File: config.mk
export PLATFORM = sky130hd
export DESIGN_NAME = countdown_sequencer
export DESIGN_NICKNAME = d
export VERILOG_FILES = /design/src/rtl/countdown_sequencer.sv
export SDC_FILE = /design/constraint.sdc
export NUM_CORES = 1
export LEC_CHECK = 0
export BUFFER_PORTS_ARGS = -buffer_cell sky130_fd_sc_hd__buf_2
export CAP_MARGIN = 20
export CORE_MARGIN = 2
export CORE_UTILIZATION = 52
export DETAILED_ROUTE_END_ITERATION = 8
export PLACE_DENSITY = 0.76
export RECOVER_POWER = 25
export SETUP_SLACK_MARGIN = 0.02
export SLEW_MARGIN = 20
export SYNTH_ARGS = -nofsm -noshare
export SYNTH_HDL_FRONTEND = slang
export SYNTH_SLANG_ARGS = --single-unit
export TNS_END_PERCENT = 10
File: constraint.sdc
create_clock -name clk -period 1.95 [get_ports clk]
set_clock_uncertainty 0.05 [all_clocks]
set_input_delay 0.39 -clock clk [delete_from_list [all_inputs] [get_ports clk]]
set_output_delay 0.39 -clock clk [all_outputs]
set_load 0.1 [all_outputs]
File: src/rtl/countdown_sequencer.sv
// Command-side sequencer for the load/halve/decrement counter: runs one job
// (load, optional halvings, decrement to zero) and reports done/err.
module countdown_sequencer #(
    parameter int WIDTH   = 8,
    parameter int HW      = 2,
    parameter int TIMEOUT = 300
) (
    input  logic             clk,
    input  logic             reset,
    input  logic             start_valid,
    output logic             start_ready,
    input  logic [WIDTH-1:0] start_value,
    input  logic [HW-1:0]    start_halves,
    input  logic             abort,
    output logic [WIDTH-1:0] load_value,
    output logic             latch,
    output logic             div,
    output logic             dec,
    input  logic [WIDTH-1:0] count_in,
    output logic             busy,
    output logic             done,
    output logic             err,
    output logic [WIDTH-1:0] dec_count
);

    localparam int TW = (TIMEOUT > 1) ? $clog2(TIMEOUT) : 1;
    localparam logic [TW-1:0]    TIMER_LAST = TW'(TIMEOUT - 1);
    localparam logic [WIDTH-1:0] DEC_MAX    = '1;

    typedef enum logic [2:0] {
        IDLE,
        LOAD,
        HALVE,
        DECR,
        FINISH
    } state_t;

    state_t          state;
    logic [HW-1:0]   halves_left;
    logic [TW-1:0]   timer;
    logic            accept;
    logic            count_zero;

    assign start_ready = (state == IDLE) && !abort;
    assign accept      = start_valid && start_ready;
    assign busy        = (state != IDLE);
    assign count_zero  = (count_in == '0);

    // dec must react to the counter's current value, so it is decoded from
    // state rather than registered; abort suppresses it in the same cycle.
    assign dec = (state == DECR) && !count_zero && !abort;

    always_ff @(posedge clk) begin
        if (reset) begin
            state       <= IDLE;
            latch       <= 1'b0;
            div         <= 1'b0;
            done        <= 1'b0;
            err         <= 1'b0;
            load_value  <= '0;
            dec_count   <= '0;
            halves_left <= '0;
            timer       <= '0;
        end else begin
            done <= 1'b0;
            case (state)
                IDLE: begin
                    if (accept) begin
                        load_value  <= start_value;
                        halves_left <= start_halves;
                        dec_count   <= '0;
                        err         <= 1'b0;
                        latch       <= 1'b1;
                        state       <= LOAD;
                    end
                end
                LOAD: begin
                    latch <= 1'b0;
                    timer <= '0;
                    if (abort) begin
                        state <= IDLE;
                    end else if (halves_left != '0) begin
                        div   <= 1'b1;
                        state <= HALVE;
                    end else begin
                        state <= DECR;
                    end
                end
                HALVE: begin
                    if (abort) begin
                        div   <= 1'b0;
                        state <= IDLE;
                    end else if (halves_left == HW'(1)) begin
                        div         <= 1'b0;
                        halves_left <= '0;
                        state       <= DECR;
                    end else begin
                        halves_left <= halves_left - 1'b1;
                    end
                end
                DECR: begin
                    if (abort) begin
                        state <= IDLE;
                    end else if (count_zero) begin
                        done  <= 1'b1;
                        err   <= 1'b0;
                        state <= FINISH;
                    end else begin
                        if (dec_count != DEC_MAX) begin
                            dec_count <= dec_count + 1'b1;
                        end
                        // The timeout cycle still issues its dec: exactly TIMEOUT decs.
                        if (timer == TIMER_LAST) begin
                            done  <= 1'b1;
                            err   <= 1'b1;
                            state <= FINISH;
                        end else begin
                            timer <= timer + 1'b1;
                        end
                    end
                end
                FINISH: begin
                    state <= IDLE;
                end
                default: begin
                    state <= IDLE;
                end
            endcase
        end
    end

endmodule

==> flow_summary_export.csv <==
group,metric,value,unit
outcome,status,"finished clean",
sta,slew_viol_final,0,
sta,fmax,530,MHz
drt,first_pass_iters,4,
floorplan,die_w,62.4,um
floorplan,core_region_area,3310,um2
yosys,synth_cell_types,59,
clocking,clk_latency,0.35,ns
layout,nNetsFinal,289,
layout,fillCellCount,303,
floorplan,row_count,21,
sta,hold_viol_final,0,
pwr,peakVddDrop,0.351,mV
pwr,power_frac_clock,28.3,%
worst_hold_path,holdPathEnd,"load_value[0]",
yosys,syn_area,1770,um2
pwr,internal_power,987,uW
worst_setup_path,path_class,"reg2out",
clocking,cts_buffers,5,
pwr,p_seq_share,49.1,%
global_routing,overflow,0,
pwr,p_comb_share,22.6,%
placed_design,dp_hpwl,3.08,mm
drt,drt-wirelength-per-cell,13.3,um
pwr,p_per_area,662,nW/um2
global_routing,grt_max_degree,18,
global_routing,grt_pass1_wl,7.10,mm
sta,setup_viol,0,
sta,rsz0062_at_grt,"yes",
worst_setup_path,end_kind,"output port",
sta,hold_slack,0.226,ns
worst_setup_path,start_kind,"flop",
layout,areaGrowthSynthToFinish,25.7,%
yosys,syn_inst,208,
yosys,synth-edff-count,0,
yosys,synth_area_per_cell,8.53,um2
placed_design,gp_congestion,0.838,
floorplan,die_height,62.4,um
layout,drive_above_1_share,36.7,%
floorplan,ios,45,
yosys,yosysMostFrequentCell,"dfxtp_1",
sta,relSlewSlack,57.9,%
drt,drt-initial-drc-count,84,
global_routing,grt_pass1_vias,1606,
yosys,yosysTopAreaCellShare,38.4,%
global_routing,antenna_found_initial,0,
worst_setup_path,rr_endpoint,"dec_count[5]",
worst_setup_path,ff2ff_setup_slack,0.07,ns
yosys,syn_nets,234,
worst_setup_path,cp.required,1.51,ns
worst_hold_path,worstHoldStart,"start_value[0]",
pwr,p_leak,0.897,nW
pwr,p_switching,491,uW
drt,vias,1689,
yosys,synthFlopType,"dfxtp_1",
worst_hold_path,min_path_cells,3,
worst_setup_path,critPathMaxFanout,6,
worst_hold_path,min_path_type,"in2reg",
drt,post_drt_via_cell_ratio,5.45,
clocking,cts.sinks,34,
yosys,yosysTopAreaCell,"dfxtp_1",
layout,diodes,0,
drt,drt_wl_total,4.12,mm
worst_setup_path,arrival,1.45,ns
worst_setup_path,r2r_start,"dec_count[0]",
yosys,yosys-top-cells-area,"dfxtp_1 38%, nand2_1 4.9%, a21oi_1 4.8%",
placed_design,placed_area,2140,um2
global_routing,grt.total_usage,22.7,%
flow_run,max_cap_violations,0,
worst_setup_path,ff2ff_path_depth,6,
clocking,cts_tree,"yes",
drt,drc_errors,0,
clocking,cts_max_level,2,
yosys,ys_seq_elements,34,
yosys,yosys_warnings,0,
placed_design,io_buffers,44,
clocking,clockBufferDepth,2,
yosys,yosysSeqAreaShare,38.4,%
yosys,synth_commonest_cells,"34 x dfxtp_1, 23 x nand2_1, 21 x nor2_1",
yosys,async_reset_ff_share,0,%
clocking,clock-root-buffer,"clkbuf_4",
sta,layout_min_cycle_time,1.89,ns
layout,final_area,2230,um2
sta,fin_crit_sh,96.7,%
pwr,sw_frac_of_total,33.2,%
drt,drtAntennaViolNets,0,
floorplan,dieArea,3900,um2
sta,tightest_slew,0.630,ns
clocking,clk_pin_slew,0.11,ns
floorplan,start_util,53.6,%
==> how the worst max path moves through the flow <==
stage	end	startpoint	depth (start not counted)
2_1_floorplan	start_ready	state[0]	3
3_3_place_gp	dec_count[3]	dec_count[0]	6
3_5_place_dp	dec_count[6]	dec_count[0]	5
4_1_cts	dec	state[0]	3
5_1_grt	dec	state[2]	3
6_report	dec	state[2]	3
==> per-layer routing <==
metal,up-vias,track usage [%],wire (um)
li1,859,-,-
met1,787,28.0,1920
met2,37,38.3,1960
met3,6,5.41,169
met4,0,8.89,65
met5,-,0,0
==> state kept, by name (all words and copies together) (netlist names) <==
register,count
timer,9
dec_count,8
load_value,8
state,3
halves_left,2
div,1
done,1
err,1
latch,1
==> power by group through the flow <==
| stage | registers, mW | clock network [mW] | logic (mW) |
|---|---|---|---|
| after floorplan | 0.823 | 0 | 0.163 |
| after global placement | 0.743 | 0 | 0.332 |
| after detailed placement | 0.743 | 0 | 0.334 |
| after CTS | 0.728 | 0.427 | 0.336 |
| after global routing | 0.729 | 0.450 | 0.359 |
| final | 0.726 | 0.418 | 0.333 |
==> cells by family (layout without fill, tap and decap cells) <==
family	after synthesis	count (layout)	share of synthesized area, %
AND/OR/NAND/NOR	94	94	29.3
buffers and inverters	21	77	5.85
AO/OA/AOI/OAI	52	52	22.2
XOR/XNOR	3	3	1.48
flip-flops	34	34	38.4
adder cells (fa/ha/maj)	4	4	2.82
==> cell usage in the layout, fill, tap and decap left out, types with 4 or more instances in the layout <==
cell type,Yosys,final
a21oi_1,17,17
o21ai_0,6,6
dfxtp_1,34,25
dfxtp_2,0,7
or3_1,5,5
buf_4,0,11
inv_1,12,12
nor3_1,6,5
nor2_1,21,20
nand3_1,6,5
nand4_1,5,5
a211oi_1,4,4
clkbuf_4,0,5
buf_2,3,40
nand2_1,23,23
==> area by class of cell <==
class	count	area [um2]	area share, %
well taps	46	57.6	2.58
repair buffers	56	352	15.8
clock buffers	7	55.1	2.47
flip-flops and latches	34	697	31.2
multi-input cells	153	1020	45.5
clock inverters	1	5.00	0.224
inverters	13	48.8	2.19
==> critical path: stages, from the launching register on <==
cell,delay (ns)
dfxtp_2,0.36
nand4bb_4,0.24
a21oi_4,0.27
buf_12,0.21
==> through the flow <==
stage | std cells | setup TNS [ns] | utilization, % | setup slack (ns) | total power [mW]
after floorplan | 208 | -1.97 | - | -0.281 | 0.986
after global placement | 301 | 0 | 64.7 | 0.109 | 1.07
after detailed placement | 301 | 0 | 64.7 | 0.00971 | 1.08
after CTS | 309 | 0 | 67.0 | 0.0213 | 1.49
after global routing | 310 | 0 | 67.4 | 0.00774 | 1.54
final | 310 | 0 | 67.4 | 0.0635 | 1.48
==> what timing repair did <==
action / CTS / global route
hold buffers: 0 / 0
cloned: 0 / 0
endpoints found under the setup margin: 6 / 8
pin swaps: 0 / 1
gates resized for setup: 4 / 6
buffers inserted: 0 / 1
Power figures use the tool's default switching activity.
